[config.mk]
export PLATFORM = sky130hd
export DESIGN_NAME = link_gbt_rx_decoder_flat
export DESIGN_NICKNAME = d
export VERILOG_FILES = /design/src/rtl/gbt_link_pkg.sv /design/src/rtl/link_gbt_rx_decoder_if.sv /design/src/rtl/link_gbt_rx_decoder.sv /design/src/flat_wrapper.sv
export SDC_FILE = /design/constraint.sdc
export NUM_CORES = 1
export LEC_CHECK = 0
export ABC_AREA = 1
export BUFFER_PORTS_ARGS = -buffer_cell sky130_fd_sc_hd__buf_4
export CAP_MARGIN = 5
export CORE_MARGIN = 2
export CORE_UTILIZATION = 50
export DETAILED_ROUTE_END_ITERATION = 6
export PLACE_DENSITY = 0.72
export SKIP_LAST_GASP = 1
export SLEW_MARGIN = 20
export SYNTH_ARGS = -nofsm -noshare
export SYNTH_HDL_FRONTEND = slang
export SYNTH_SLANG_ARGS = --single-unit
[constraint.sdc]
create_clock -name ttc_clk_40_i -period 1.7 [get_ports ttc_clk_40_i]
set_input_delay 0.34 -clock ttc_clk_40_i [delete_from_list [all_inputs] [get_ports ttc_clk_40_i]]
set_output_delay 0.34 -clock ttc_clk_40_i [all_outputs]
set_load 0.03 [all_outputs]
[src/rtl/gbt_link_pkg.sv]
// Shared GBT link definitions: frame layout, word indices and the receive FSM encoding.
// Used by both the downlink decoder and the uplink framer.
package gbt_link_pkg;

   localparam logic [11:0] FRAME_END  = 12'hABC;
   localparam int          FRAME_LEN  = 7;
   localparam int          PAYLOAD_W  = 12;
   localparam int          NUM_FIELDS = FRAME_LEN - 1;

   // Position of each payload word inside a frame (end marker is the last word)
   localparam int W_BEGIN    = 0;
   localparam int W_ADDR_MID = 1;
   localparam int W_ADDR_LO  = 2;
   localparam int W_DATA_HI  = 3;
   localparam int W_DATA_MID = 4;
   localparam int W_DATA_LO  = 5;

   // W0..W5 are encoded as word index + 1 so field capture can decode them directly
   typedef enum logic [2:0] {
      ST_HUNT = 3'd0,
      ST_W0   = 3'd1,
      ST_W1   = 3'd2,
      ST_W2   = 3'd3,
      ST_W3   = 3'd4,
      ST_W4   = 3'd5,
      ST_W5   = 3'd6,
      ST_CHK  = 3'd7
   } rx_state_t;

   function automatic logic is_frame_end(input logic [PAYLOAD_W-1:0] p);
      return p == FRAME_END;
   endfunction

endpackage

[src/rtl/link_gbt_rx_decoder_if.sv]
// E-link word input and decoded register-write request output of the GBT downlink decoder.
interface link_gbt_rx_decoder_if;

   logic [15:0] gbt_rx_data_i;
   logic        req_en_o;
   logic [31:0] req_data_o;
   logic [31:0] req_addr_o;

   // master: deserializer feeding words in and consuming requests
   modport master (
      output gbt_rx_data_i,
      input  req_en_o,
      input  req_data_o,
      input  req_addr_o
   );

   modport slave (
      input  gbt_rx_data_i,
      output req_en_o,
      output req_data_o,
      output req_addr_o
   );

endinterface

[src/rtl/link_gbt_rx_decoder.sv]
// GBT downlink request parser: locks on the frame end marker, captures the six payload words
// of each 7-word frame and issues a one-cycle write request for every well-formed write frame.
module link_gbt_rx_decoder
   import gbt_link_pkg::*;
(
   input  logic               ttc_clk_40_i,
   input  logic               reset_i,
   link_gbt_rx_decoder_if.slave bus
);

   logic [PAYLOAD_W-1:0] payload;
   logic                 ttc_unused;
   logic                 end_seen;

   assign payload    = bus.gbt_rx_data_i[PAYLOAD_W-1:0];
   assign ttc_unused = ^bus.gbt_rx_data_i[15:12];
   assign end_seen   = is_frame_end(payload);

   rx_state_t state_reg, state_next;

   logic [PAYLOAD_W-1:0] field_q [NUM_FIELDS];

   logic        req_en_reg,   req_en_next;
   logic [31:0] req_data_reg, req_data_next;
   logic [31:0] req_addr_reg, req_addr_next;

   // One capture register per frame word, loaded while the FSM sits in that word's state
   genvar gi;
   generate
      for (gi = 0; gi < NUM_FIELDS; gi++) begin : g_field
         logic [PAYLOAD_W-1:0] field_reg;

         always_ff @(posedge ttc_clk_40_i) begin
            if (reset_i) begin
               field_reg <= '0;
            end else if (state_reg == rx_state_t'(gi + 1)) begin
               field_reg <= payload;
            end
         end

         assign field_q[gi] = field_reg;
      end
   endgenerate

   logic        wr_valid;
   logic        wr_en;
   logic        format_ok;
   logic [31:0] frame_addr;
   logic [31:0] frame_data;

   assign wr_valid   = field_q[W_BEGIN][11];
   assign wr_en      = field_q[W_BEGIN][10];
   assign format_ok  = (field_q[W_BEGIN][9:8] == 2'b00) && (field_q[W_DATA_HI][11:8] == 4'h0);
   assign frame_addr = {field_q[W_BEGIN][7:0],   field_q[W_ADDR_MID], field_q[W_ADDR_LO]};
   assign frame_data = {field_q[W_DATA_HI][7:0], field_q[W_DATA_MID], field_q[W_DATA_LO]};

   always_ff @(posedge ttc_clk_40_i) begin
      if (reset_i) begin
         state_reg <= ST_HUNT;
      end else begin
         state_reg <= state_next;
      end
   end

   always_comb begin
      state_next = state_reg;
      case (state_reg)
         ST_HUNT: state_next = end_seen ? ST_W0 : ST_HUNT;
         ST_W0:   state_next = ST_W1;
         ST_W1:   state_next = ST_W2;
         ST_W2:   state_next = ST_W3;
         ST_W3:   state_next = ST_W4;
         ST_W4:   state_next = ST_W5;
         ST_W5:   state_next = ST_CHK;
         ST_CHK:  state_next = end_seen ? ST_W0 : ST_HUNT;
         default: state_next = ST_HUNT;
      endcase
   end

   // Rejected frames leave the request outputs untouched; only an accepted one reloads them
   always_comb begin
      req_en_next   = 1'b0;
      req_data_next = req_data_reg;
      req_addr_next = req_addr_reg;
      if ((state_reg == ST_CHK) && end_seen && format_ok && wr_valid && wr_en) begin
         req_en_next   = 1'b1;
         req_data_next = frame_data;
         req_addr_next = frame_addr;
      end
   end

   always_ff @(posedge ttc_clk_40_i) begin
      if (reset_i) begin
         req_en_reg   <= 1'b0;
         req_data_reg <= '0;
         req_addr_reg <= '0;
      end else begin
         req_en_reg   <= req_en_next;
         req_data_reg <= req_data_next;
         req_addr_reg <= req_addr_next;
      end
   end

   assign bus.req_en_o   = req_en_reg;
   assign bus.req_data_o = req_data_reg;
   assign bus.req_addr_o = req_addr_reg;

endmodule

[src/flat_wrapper.sv]
// flat-port wrapper written by rule: the top's interface ports become plain ports
module link_gbt_rx_decoder_flat import gbt_link_pkg::*;
  (ttc_clk_40_i, reset_i, bus_gbt_rx_data_i, bus_req_en_o, bus_req_data_o, bus_req_addr_o);
  link_gbt_rx_decoder_if bus_i ();
  input  logic ttc_clk_40_i;
  input  logic reset_i;
  input wire logic [$bits(bus_i.gbt_rx_data_i)-1:0] bus_gbt_rx_data_i;
  output wire logic [$bits(bus_i.req_en_o)-1:0] bus_req_en_o;
  output wire logic [$bits(bus_i.req_data_o)-1:0] bus_req_data_o;
  output wire logic [$bits(bus_i.req_addr_o)-1:0] bus_req_addr_o;
  assign bus_i.gbt_rx_data_i = bus_gbt_rx_data_i;
  assign bus_req_en_o = bus_i.req_en_o;
  assign bus_req_data_o = bus_i.req_data_o;
  assign bus_req_addr_o = bus_i.req_addr_o;
  link_gbt_rx_decoder u_core (.ttc_clk_40_i(ttc_clk_40_i), .reset_i(reset_i), .bus(bus_i));
endmodule
Word-level counts from Yosys, hierarchy flattened
Index checks and enable logic that the tools add are counted.
{"block": "word_totals", "out_inout_bits": 65, "in_bits": 18, "elab_cells": 30, "register_bits": 140}
{"block": "op_classes", "reduce_logical": 9, "eq_ne": 8, "mux": 3}
{"op": "case mux 3 bit (7 select lines)", "n": 1}
{"op": "== test 12 bit, second input constant", "n": 1}
{"op": "== test 3 bit, second input constant", "n": 4}
{"op": "== test 3 x 2 -> 1 bit, second input constant", "n": 2}
{"op": "logical AND 1 bit", "n": 5}
{"op": "logical NOT 4 bit", "n": 1}
{"op": "== test 3 x 1 -> 1 bit, second input constant", "n": 1}
{"op": "logical NOT 3 bit", "n": 1}
{"op": "logical NOT 2 bit", "n": 1}
{"op": "two-way mux 1 bit", "n": 2}
{"op": "OR reduction 2 bit", "n": 1}

Longest topological paths before layout
Gate-level depths: netlist (run 1).
{"block": "depth", "ltp_word": 6, "ltp_mapped": 10, "depth_no_buf": 8}

Worst setup path before layout (run 1)
OpenSTA, ideal clock, no wires.
{"block": "synth_timing", "path_type": "input-to-reg", "start": "input bus_gbt_rx_data_i[6]", "end": "register u_core.req_addr_reg[11] (netlist: u_core.bus.req_addr_o[11])", "path_slack_ns": 0.349, "setup_time_ns": 0.113, "t_required_ns": 1.587, "path_buffers": 2, "t_arrival_ns": 1.237, "cell_stages": 10, "path_cell_list": "inv_1 nand2_1 nor2_1 nand2_1 nor2_1 buf_2 buf_4 nand3_1 nand2_1 nor2_1"}
{"block": "synth_between", "elab_chain_len": 5}
{"element": "start, declared", "line": "flat_wrapper.sv:7", "rtl": "input wire logic [$bits(bus_i.gbt_rx_data_i)-1:0] bus_gbt_rx_data_i;"}
{"element": "== test 12 bit", "line": "gbt_link_pkg.sv:31", "rtl": "return p == FRAME_END;"}
{"element": "logical AND 1 bit (4 in series)", "line": "link_gbt_rx_decoder.sv:85", "rtl": "if ((state_reg == ST_CHK) && end_seen && format_ok && wr_valid && wr_en) begin"}
{"element": "end signal, assigned", "line": "link_gbt_rx_decoder.sv:100", "rtl": "req_addr_reg <= req_addr_next;"}
{"element": "end, declared", "line": "link_gbt_rx_decoder.sv:25", "rtl": "logic [31:0] req_addr_reg, req_addr_next;"}
Every way passes these cells.
A chain may end at the register's enable or synchronous reset.

Final worst setup path (run 1)
{"block": "layout_timing", "start": "register u_core.state_reg[2]", "end": "register u_core.g_field[4].field_reg[7]"}
{"block": "layout_between", "elab_chain_len": 1}
{"element": "start, declared", "line": "link_gbt_rx_decoder.sv:19", "rtl": "rx_state_t state_reg, state_next;"}
{"element": "start signal, assigned", "line": "link_gbt_rx_decoder.sv:61", "rtl": "state_reg <= state_next;"}
{"element": "== test 3 bit", "line": "link_gbt_rx_decoder.sv:36", "rtl": "end else if (state_reg == rx_state_t'(gi + 1)) begin"}
{"element": "end signal, assigned", "line": "link_gbt_rx_decoder.sv:37", "rtl": "field_reg <= payload;"}
{"element": "end, declared", "line": "link_gbt_rx_decoder.sv:31", "rtl": "logic [PAYLOAD_W-1:0] field_reg;"}
Every way passes these cells.

==> results list, run 1 <==
- The run finished with clean final reports.
- The initial utilization of the core area, before any placement, comes to 51.62%.
- The H-tree was split into 4 levels.
* Synth Area per Inst: 7.518 µm²
- Dominant cell by count in the synthesized netlist: nor2_1
- The synthesized design devotes to its leading area cell type 52.36% of total area.
* Top_reg_cell synth: dfxtp_1
- After the last flow step, the layout net total stands at 806.
- Setup repair after global routing left no endpoint under its margin.
* Clock root buffer: clkbuf_8
- Distinct cell type count after synthesis: 21
- Summed over all cells, the static leakage comes to 2.721 nW.
* Synthesized net count: 730
- Worst Max-Slew Pin Slew: 410.0 ps
- The die covers 11550 µm².
* Number of synthesized register bits: 140
- For this run, the number of Yosys warnings is 0.
* Die width: 107.5 µm
* Hold bufs inserted after CTS: 0
- Antenna cell count: 0
- DRC marker count from the first detailed-route iteration: 236
- Port buffering added 78 buffers.
* Endpoint type of the worst setup path: flip-flop
- Drc violations: 0
- Clock latency on the worst-skew pair, taken at its later pin, is 520 ps.
- Global routing used 22.46% of the available tracks.
* Slew headroom: 72.63%
- Dividing total power by cell area gives a power density of 1044 nW/µm².
* Worst VDD drop: 0.0005942 V
- Static timing analysis puts the maximum clock frequency at 635.6 MHz.
* Library cell occupying the most area in the post-synthesis netlist: dfxtp_1
- Counting instances in the post-synthesis netlist gives the leading cell types as nor2_1, dfxtp_1, inv_1.
- Setup slack on the critical path of the routed design comes to 126.8 ps.
* Critical path peak fanout: 14
- Ranked by total cell area, the synthesized netlist is headed by dfxtp_1, nor2_1, a21oi_1.
* CP Launch Type: flip-flop
- Initial antenna violation count: 0
- Cells after Synth: 712
- The register with the most flip-flops in the layout has 72 of them.
- After layout, the worst path uses 92.54% of the clock period.
* Worst Hold Slack: 28.70 ps
- The final hold violation count was 0.
* Clock transition at the registers of the reported paths: 60 ps
- During I/O placement, the number of pins put on the boundary was 83.
* Share of synthesized area occupied by flip-flops and latches: 52.36%
- Setup violations remaining at the end of the flow were counted as 0.
- Area overhead of the layout relative to synthesis: 24.87%
- For this block, the routed nets add up to 12170 µm of wire.
- Worst slack at placement: 39.75 ps
* Total power after layout: 6.981 mW
- The count of cells in the finished layout, fillers not included, comes to 937.
* Placeable core area: 10370 µm²
- Routability-driven placement finished with a final weighted congestion of 0.8710.
- At the worst endpoint, the arrival time is 1960 ps.
* Number of cell rows: 37
- CTS tree: built
- Placed Cells: 905
- Yosys mapped a number of flops with a built-in enable equal to 0.
- The critical path is of the flip-flop to flip-flop type.
- Share of synthesized flip-flops with an asynchronous set or reset: 0%
* Clock sink total: 140
- After global routing the overflow that remains totals 0.
* Final Max Slew Viols: 0
- Vias after detailed routing: 4680
- Counting the fill cells in the layout gives 943.
* Vert. Die Dim: 107.5 µm
- After routing, the total negative slack on setup checks comes to 0 ps.
* Vias per std cell: 4.995
- For this run, the detailed router's first-pass iteration total came to 5.
- Post-DRT Antenna Nets: 0
* Fraction of final layout cells with drive strength greater than 1: 18.35%
- The first global-routing pass estimated 20160 µm of wire.
- Type of the worst min-delay path: input port to flip-flop
* Vias in the first global route: 4268
- Across the run, the number of max-cap violations was 0.
* Final period demand of the worst path: 1573 ps
* Worst-case clock buffer depth: 2
- After synthesis the cells add up to 5353 µm².
* Final Skew: 9.967 ps
- Pin count of the biggest net entering global routing: 72
* HPWL after detailed placement: 8008 µm
- At the worst endpoint, the required time is 2090 ps.
* CTS buffer count: 17
* Avg WL per Cell: 12.98 µm
## cell usage in the layout, fill, tap and decap left out
cell type / synthesis / final
nand2_1: 80 / 79
inv_6: 0 / 1
inv_2: 3 / 3
nand2_2: 1 / 2
o21a_1: 1 / 1
bufinv_16: 0 / 2
a21oi_1: 72 / 72
inv_1: 81 / 80
nor2_4: 2 / 3
buf_12: 0 / 6
clkbuf_8: 0 / 1
a31oi_1: 1 / 1
nand3_1: 66 / 66
or2_2: 1 / 1
clkinvlp_4: 0 / 4
clkinv_2: 0 / 6
nor2_1: 143 / 142
o21ai_0: 72 / 72
nor2_8: 1 / 1
dfxtp_1: 140 / 140
buf_4: 11 / 97
nand3_2: 1 / 1
clkinv_4: 0 / 3
clkbuf_16: 0 / 16
nor3_1: 1 / 1
## cells by family (layout without fill, tap and decap cells)
family	count (synthesis)	count (layout)	share of synthesized area, %
AND/OR/NAND/NOR	296	296	23.12
buffers and inverters	130	219	10.80
flip-flops	140	140	52.36
AO/OA/AOI/OAI	146	146	13.72
## cell type report
cell class / count / area, µm² / share of cell area (%)
flip-flops and latches: 140 / 2803 / 41.93
multi-input cells: 442 / 1982 / 29.65
repair buffers: 103 / 848.3 / 12.69
clock buffers: 17 / 414.1 / 6.196
inverters: 84 / 316.6 / 4.736
well taps: 136 / 170.2 / 2.546
clock inverters: 15 / 150.1 / 2.246
## per-layer routing
layer,share of wire (%),vias to the layer above,GRT usage (%)
li1,-,2412,-
met1,44,2126,27.97
met2,48,117,36.57
met3,5.4,25,6.114
met4,2.6,0,9.799
met5,0,-,0
## per-stage QoR
step | utilization [%] | instance area [µm²]
2_1_floorplan | - | 5353
3_3_place_gp | 58.99 | 6117
3_5_place_dp | 58.99 | 6117
4_1_cts | 64.43 | 6681
5_1_grt | 64.45 | 6684
6_report | 64.45 | 6684
## worst paths after layout
| kind | depth (start not counted) | slack, ps | end | start |
|---|---|---|---|---|
| max reg2reg | 6 | 130 | u_core.g_field[4].field_reg[7]$_SDFFE_PP0P_ | u_core.state_reg[2]$_SDFF_PP0_ |
| min | 2 | 30 | u_core.state_reg[2]$_SDFF_PP0_ | reset_i |
| min reg2reg | 2 | 450 | u_core.g_field[2].field_reg[7]$_SDFFE_PP0N_ | u_core.g_field[2].field_reg[7]$_SDFFE_PP0N_ |
| max | 6 | 130 | u_core.g_field[4].field_reg[7]$_SDFFE_PP0P_ | u_core.state_reg[2]$_SDFF_PP0_ |
## critical path: stages (launching register included)
cell and delay [ps]:
dfxtp_1 420, inv_2 80, or2_2 290, nor2_1 140
inv_1 210, o21ai_0 230, a21oi_1 70
## report_power, final
part           internal [mW]  switching, mW
registers               3.28       0.000123
logic                 0.0810          0.140
clock network           2.08           1.40
total                   5.44           1.54
## timing repair
| action | CTS | global route |
|---|---|---|
| setup endpoints to repair | 0 | 1 |
| gates resized for setup | 0 | 1 |
| buffers inserted | 0 | 0 |
Power figures use the tool's default switching activity.
==> run 2: changes to the inputs <==
--- a/config.mk
+++ b/config.mk
@@ -8,10 +8,12 @@
 export ABC_AREA = 1
 export BUFFER_PORTS_ARGS = -buffer_cell sky130_fd_sc_hd__buf_4
 export CAP_MARGIN = 5
-export CORE_MARGIN = 2
-export CORE_UTILIZATION = 50
+export CELL_PAD_IN_SITES_DETAIL_PLACEMENT = 0
+export CELL_PAD_IN_SITES_GLOBAL_PLACEMENT = 1
+export CORE_MARGIN = 4
+export CORE_UTILIZATION = 41
 export DETAILED_ROUTE_END_ITERATION = 6
-export PLACE_DENSITY = 0.72
+export PLACE_DENSITY_LB_ADDON = 0.1
 export SKIP_LAST_GASP = 1
 export SLEW_MARGIN = 20
 export SYNTH_ARGS = -nofsm -noshare
==> results list, run 2 (same netlist as run 1, synthesis figures left out) <==
* Type of the worst setup path: flip-flop to flip-flop (unchanged)
- Net count reported at finish: 806 (unchanged)
* Maximum achievable frequency: 657.2 MHz (was 635.6 MHz)
* Cell at the slowest stage of the critical path: dfxtp_1 (unchanged)
- Drc violations: 0 (unchanged)
- The data required time at the worst endpoint was 2000 ps (was 2090 ps).
- DIE AREA: 14950 µm² (was 11550 µm²)
- The max-slew violation count came to 0 (unchanged).
- The number of placement rows was 41 (was 37).
* Vert. Die Dim: 122.3 µm (was 107.5 µm)
* Vias after detailed routing: 4537 (was 4680)
- The post-route clock skew came to 7.983 ps (was 9.967 ps).
- The final HPWL from detailed placement is 8468 µm (was 8008 µm).
* Slew headroom: 57.69% (was 72.63%)
- Hold depth: 2 (unchanged)
* Final hold viol count: 0 (unchanged)
* Result of the run: complete, no violations (unchanged)
- Unrepaired setup endpoints after global routing: yes (was no).
- The total global-route track usage came to 18.22% (was 22.46%).
- The CTS H-tree depth is 4 (unchanged).
- Hold bufs inserted after CTS: 0 (unchanged)
- The CTS tree was built (unchanged).
* Endpoint type of the worst setup path: flip-flop (unchanged)
- Antenna cell count: 0 (unchanged)
- Total net switching power: 1.392 mW (was 1.539 mW)
* Flip-flop count of the largest register, all copies and words added: 72 (unchanged)
- The slew at the pin closest to its max-slew limit is 633.1 ps (was 410.0 ps).
- Gate power share: 3.2% (about the same)
* Setup crit start: u_core.g_field[3].field_reg[11]$_SDFFE_PP0P_ (was u_core.state_reg[2]$_SDFF_PP0_)
* Worst hold path startpoint: reset_i (unchanged)
- The maximum fanout along the worst path is 40 (was 14).
- The worst min-delay path class is input port to flip-flop (unchanged).
- CP Launch Type: flip-flop (unchanged)
- Commonest cells after routing, fill and taps aside: nor2_1, dfxtp_1, buf_4 (unchanged).
- Wire length after detailed routing: 12760 µm (was 12170 µm)
* Avg WL per Cell: 13.15 µm (was 12.98 µm)
- The area occupied by registers was 2803 µm² (unchanged).
- Fill count: 1279 (was 943)
* Worst slack at placement: 42.79 ps (was 39.75 ps)
- The multi-input combinational cell area came to 1979 µm² (was 1982 µm²).
- Post-route setup TNS: 0 ps (unchanged)
- RePlAce Congestion: 0.7774 (was 0.8710)
* CTS buffer count: 17 (unchanged)
- DRC marker count from the first detailed-route iteration: 234 (was 236)
* Aggregate global routing overflow: 0 (unchanged)
* Global-route wire length before repair: 21220 µm (was 20160 µm)
* Clock transition at the registers of the reported paths: 50 ps (was 60 ps)
* Dominant cell type by count on the critical path: nand2_1
- Part of the cycle the worst path needs: 89.50% (was 92.54%)
- The pin count of the biggest net entering global routing came to 72 (unchanged).
* Hold endpoint: u_core.state_reg[2]$_SDFF_PP0_ (unchanged)
- The minimum setup slack among reg-to-reg paths was 180 ps (was 130 ps).
* Crit Reg-Reg Endpoint: u_core.bus.req_data_o[23]$_SDFFE_PP0P_ (was u_core.g_field[4].field_reg[7]$_SDFFE_PP0P_)
- The number of max-capacitance violations reported is 0 (unchanged).
* Largest stage delay, worst path: 300 ps (was 420 ps)
* Fraction of power consumed by the clock network: 49.5% (was 49.8%)
- Vias per std cell: 4.677 (was 4.995)
- The via count of the first global-routing pass is 4309 (was 4268).
- The internal power of the cells is 5.549 mW (was 5.441 mW).
- Top Ports: 83 (unchanged)
* Switching power as a share of total power: 20.05% (was 22.05%)
- Worst-case clock buffer depth: 2 (unchanged)
- Post-DRT Antenna Nets: 0 (unchanged)
- The horizontal extent of the die came to 122.3 µm (was 107.5 µm).
- The number of sinks driven by the clock tree came to 140 (unchanged).
* Data arrival time at the worst-slack endpoint: 1820 ps (was 1960 ps)
- Final period demand of the worst path: 1522 ps (was 1573 ps)
- Clock root buffer: clkbuf_16 (was clkbuf_8)
- Pwr/cell area: 1035 nW/µm² (was 1044 nW/µm²)
- The setup slack of the critical path after layout was 178.4 ps (was 126.8 ps).
- Insertion delay to the later sink of the worst-skew pair: 410 ps (was 520 ps)
* Depth of the most critical reg-to-reg path: 9 (was 6)
- The count of buffers inserted at the top-level ports is 78 (unchanged).
- Total power after layout: 6.941 mW (was 6.981 mW)
- Static leakage: 2.718 nW (was 2.721 nW)
- The total iterations of the first detailed-routing run was 4 (was 5).
- The sequential share of power was 47.3% (was 47.0%).
* Crit path cell chain: inv_1 -> nand2_1 -> nor2_1 -> nand2_1 -> nor2_4 -> buf_12 -> nand3_1 -> nand2_1 -> nor2_1 (was inv_2 -> or2_2 -> nor2_1 -> inv_1 -> o21ai_0 -> a21oi_1)
- Fraction of final layout cells with drive strength greater than 1: 17.29% (was 18.35%)
- Placeable core area: 12720 µm² (was 10370 µm²)
- The initial antenna violation count was 0 (unchanged).
* Final std cell area, no fill: 6709 µm² (was 6684 µm²)
- Area overhead of the layout relative to synthesis: 25.34% (was 24.87%)
- Finish-stage setup viols: 0 (unchanged)
* Area after detailed placement: 6162 µm² (was 6117 µm²)
* R2R Path Start: u_core.g_field[3].field_reg[11]$_SDFFE_PP0P_ (was u_core.state_reg[2]$_SDFF_PP0_)
- The largest voltage drop on the vdd net is 0.0005172 V (was 0.0005942 V).
- The most frequent standard cell in the layout excluding fill and tap cells is nor2_1 (unchanged).
- Initial core utilization: 42.07% (was 51.62%)
run 2: changes by cell type in the layout (fill, tap and decap cells not counted), sizes merged:
cell and change:
bufinv -1, clkbuf +11, clkinv -8, clkinvlp -4, inv -1
run 2: worst max-delay path by stage:
stage / endpoint / cells past startpoint
after detailed placement: u_core.bus.req_addr_o[11]$_SDFFE_PP0P_ / 10
after CTS: u_core.g_field[4].field_reg[2]$_SDFFE_PP0P_ / 6
after global routing: u_core.g_field[3].field_reg[5]$_SDFFE_PP0P_ / 4
after global placement: u_core.bus.req_addr_o[11]$_SDFFE_PP0P_ / 10
after floorplan: u_core.bus.req_addr_o[11]$_SDFFE_PP0P_ / 10
final: u_core.bus.req_data_o[23]$_SDFFE_PP0P_ / 9
run 2: layout make-up:
class | instances | area share, %
Sequential cell | 140 | 41.78
Multi-Input combinational cell | 442 | 29.50
Clock buffer | 28 | 7.702
Tap cell | 172 | 3.208
Timing Repair Buffer | 103 | 12.64
Inverter | 84 | 4.718
Clock inverter | 1 | 0.4476
run 2: timing repair:
| action | CTS | global route |
|---|---|---|
| resized for setup | 0 | 1 |
| setup endpoints to repair | 0 | 2 |
| buffers inserted | 0 | 0 |
run 2: layer usage:
metal | share of wire [%] | up-vias | global-route usage (%)
met2 | 44 | 101 | 27.65
met1 | 48 | 2020 | 24.14
met5 | 0 | - | 0
met3 | 6.3 | 20 | 5.253
met4 | 1.9 | 0 | 8.048
li1 | - | 2396 | -
run 2: stage by stage:
| step | std cells | hold WS [ps] | utilization (%) |
|---|---|---|---|
| global route | 970 | 129.5 | 52.73 |
| global placement | 941 | 437.6 | 48.44 |
| CTS | 970 | 122.9 | 52.73 |
| floorplan | 712 | 409.4 | - |
| detailed placement | 941 | 442.6 | 48.44 |
| finish | 970 | 140.0 | 52.73 |
run 2: critical path, delay by kind of cell, from the launching register on:
kind,cells,cell delay [ps]
AND/OR/NAND/NOR,7,840
flip-flops,1,300
buffers and inverters,2,280
run 2: power groups by stage:
stage	registers [mW]	logic (mW)	clock network, mW
6_report	3.28	0.223	3.43
5_1_grt	3.28	0.252	3.68
4_1_cts	3.28	0.227	3.51
3_5_place_dp	3.35	0.227	0
3_3_place_gp	3.35	0.226	0
2_1_floorplan	3.35	0.108	0
==> run 3: changes to the inputs <==
--- a/config.mk
+++ b/config.mk
@@ -10,8 +10,10 @@
 export CAP_MARGIN = 5
 export CELL_PAD_IN_SITES_DETAIL_PLACEMENT = 0
 export CELL_PAD_IN_SITES_GLOBAL_PLACEMENT = 1
+export CORE_ASPECT_RATIO = 0.8
 export CORE_MARGIN = 4
-export CORE_UTILIZATION = 41
+export CORE_UTILIZATION = 42
+export CTS_BUF_LIST = sky130_fd_sc_hd__clkbuf_4
 export DETAILED_ROUTE_END_ITERATION = 6
 export PLACE_DENSITY_LB_ADDON = 0.1
 export SKIP_LAST_GASP = 1
==> results list, run 3 (same netlist as run 1, synthesis figures left out) <==
* Vias per std cell: 4.669 (was 4.677)
* Unrepaired setup endpoints after global routing: no (was yes)
- Static leakage: 2.614 nW (was 2.718 nW)
- The number of diodes came to 0 (unchanged).
- The count of buffers inserted at the top-level ports was 78 (unchanged).
- Slew headroom: 61.19% (was 57.69%)
- The CTS H-tree depth was 4 (unchanged).
- CTS tree: built (unchanged)
- The power density normalized to cell area came to 848.5 nW/µm² (was 1035 nW/µm²).
- The sequential share of power is 59.9% (was 47.3%).
- The largest voltage drop on the vdd net was 0.0007740 V (was 0.0005172 V).
- Worst-case setup margin in the final layout: 200.5 ps (was 178.4 ps)
- The data required time at the worst endpoint is 2160 ps (was 2000 ps).
- Die width: 134.2 µm (was 122.3 µm)
- Global-route total usage across every layer: 18.12% (was 18.22%)
* Non-filler cells in the finished layout: 976 (was 970)
* Vias after detailed routing: 4557 (was 4537)
* Critical path peak fanout: 34 (was 40)
* Register-to-register setup slack: 200 ps (was 180 ps)
* M1 wire length: 6294 µm (was 6146 µm)
- The area of the placeable core came to 12340 µm² (was 12720 µm²).
* Finish-stage setup viols: 0 (unchanged)
- The slew at the pin closest to its max-slew limit came to 580.7 ps (was 633.1 ps).
- Part of the cycle the worst path needs: 88.20% (was 89.50%)
- The max-slew violation count is 0 (unchanged).
- The final routed DRC violation total was 0 (unchanged).
- Final Skew: 12.24 ps (was 7.983 ps)
* Met3 wire length: 732 µm (was 800 µm)
- Post-DRT Antenna Nets: 0 (unchanged)
* Number of cell rows: 36 (was 41)
* Type of the worst setup path: flip-flop to flip-flop (unchanged)
* Insertion delay to the later sink of the worst-skew pair: 520 ps (was 410 ps)
- DRC marker count from the first detailed-route iteration: 337 (was 234)
- The library cell used as clock root buffer is clkbuf_4 (was clkbuf_16).
- HPWL after detailed placement: 8831 µm (was 8468 µm)
* Area after detailed placement: 6198 µm² (was 6162 µm²)
- The highest metal layer with signal wires is met4 (unchanged).
* Avg WL per Cell: 12.81 µm (was 13.15 µm)
- The endpoint class of the critical path is a flip-flop (unchanged).
- The internal power of the cells came to 4.220 mW (was 5.549 mW).
* Met2 routed wirelength: 5409 µm (was 5564 µm)
- The pin count of the biggest net entering global routing was 36 (was 72).
- Maxcap violations: 0 (unchanged)
* Global-route wire length before repair: 21090 µm (was 21220 µm)
- Initial antenna violation count: 0 (unchanged)
* Commonest non-fill, non-tap cell in the layout: nor2_1 (unchanged)
* Maximum achievable frequency: 666.9 MHz (was 657.2 MHz)
- Initial core utilization: 43.37% (was 42.07%)
- Commonest cells after routing, fill and taps aside: nor2_1, dfxtp_1, buf_4 (unchanged)
- The clock transition at the registers of the reported paths is 100 ps (was 50 ps).
- The total length of routed wires is 12500 µm (was 12760 µm).
- The die outline height came to 109.0 µm (was 122.3 µm).
* Type of the worst min-delay path: input port to flip-flop (unchanged)
- The via count of the first global-routing pass came to 4383 (was 4309).
* Data arrival time at the worst-slack endpoint: 1960 ps (was 1820 ps)
* Area overhead of the layout relative to synthesis: 20.59% (was 25.34%)
- Switching power as a share of total power: 22.94% (was 20.05%)
- Fraction of final layout cells with drive strength greater than 1: 18.26% (was 17.29%)
- Placed Cells: 945 (was 941)
* DIE AREA: 14630 µm² (was 14950 µm²)
- Worst-case clock buffer depth: 2 (unchanged)
- Hold depth: 3 (was 2)
- The relative contribution of the clock network to total power is 36.1% (was 49.5%).
- RePlAce Congestion: 0.8206 (was 0.7774)
- Final std cell area, no fill: 6455 µm² (was 6709 µm²)
- The final hold violation count was 0 (unchanged).
- Clock sink total: 140 (unchanged)
- Result of the run: complete, no violations (unchanged)
- The sum of negative setup slack came to 0 ps (unchanged).
* Worst slack at placement: 31.54 ps (was 42.79 ps)
* Net count reported at finish: 812 (was 806)
- Gate power share: 4.1% (was 3.2%)
- First-pass iteration count of the detailed router: 5 (was 4)
* CP Launch Type: flip-flop (unchanged)
- The final global-route overflow total was 0 (unchanged).
- Final period demand of the worst path: 1499 ps (was 1522 ps)
- Total net switching power: 1.257 mW (was 1.392 mW)
- Flip-flop count of the largest register, all copies and words added: 72 (unchanged)
- CTS buffer count: 17 (unchanged)
- Top Ports: 83 (unchanged)
- The count of cells along the worst register-to-register path is 7 (was 9).
==> run 3: cell count changes in the layout (fill, tap and decap cells not counted), sizes merged <==
| cell | previous run | this run |
|---|---|---|
| clkbuf | 28 | 19 |
| clkinv | 1 | 9 |
| buf | 103 | 108 |
| bufinv | 1 | 2 |
| clkinvlp | 0 | 1 |
| dlygate4sd3 | 0 | 1 |
==> run 3: cell type report <==
type                       instances  area, µm²
clock buffer                      19      142.6
clock inverter                    11      103.9
fill                            1264       5887
inverter                          84      316.6
multi-input combinational        442       1979
sequential                       140       2803
tap                              171      214.0
timing repair buffer             109      895.9
==> run 3: metrics by stage <==
step	utilization [%]	hold WS [ps]	power (mW)
finish	52.30	143.0	5.477
detailed placement	50.22	444.2	3.576
global placement	50.22	436.8	3.574
floorplan	-	409.4	3.462
CTS	52.30	97.21	5.550
global route	52.30	99.44	5.707
==> run 3: per-layer routing <==
metal	vias up	GRT usage [%]
met2	93	28.62
met4	0	4.360
li1	2413	-
met3	4	5.258
met1	2047	24.67
met5	-	0
==> run 3: path summary, 6_finish.rpt <==
path / start / endpoint
max: u_core.state_reg[0]$_SDFF_PP0_ / u_core.bus.req_data_o[25]$_SDFFE_PP0P_
min: bus_gbt_rx_data_i[10] / u_core.g_field[3].field_reg[10]$_SDFFE_PP0P_
max reg2reg: u_core.state_reg[0]$_SDFF_PP0_ / u_core.bus.req_data_o[25]$_SDFFE_PP0P_
min reg2reg: u_core.g_field[3].field_reg[6]$_SDFFE_PP0P_ / u_core.g_field[3].field_reg[6]$_SDFFE_PP0P_
==> run 3: repair_timing <==
| item | CTS | global route |
|---|---|---|
| endpoints found under the setup margin | 0 | 3 |
| setup buffers | 0 | 0 |
| resized for setup | 0 | 1 |
| hold endpoints to repair | 2 | 0 |
| hold buffers | 1 | 0 |
==> run 3: power groups by stage <==
stage	clock network [mW]	registers, mW	logic, mW
floorplan	0	3.35	0.108
global placement	0	3.35	0.220
detailed placement	0	3.35	0.222
CTS	2.05	3.28	0.225
global route	2.17	3.28	0.252
finish	1.98	3.28	0.222
==> run 3: critical path, cell delays in order (launching register included) <==
cell and delay, ps:
dfxtp_1 460, nand2_2 120, nor2_4 120, nand3_2 170
nor2_8 190, buf_12 190, nor2_1 60, nor2_1 100
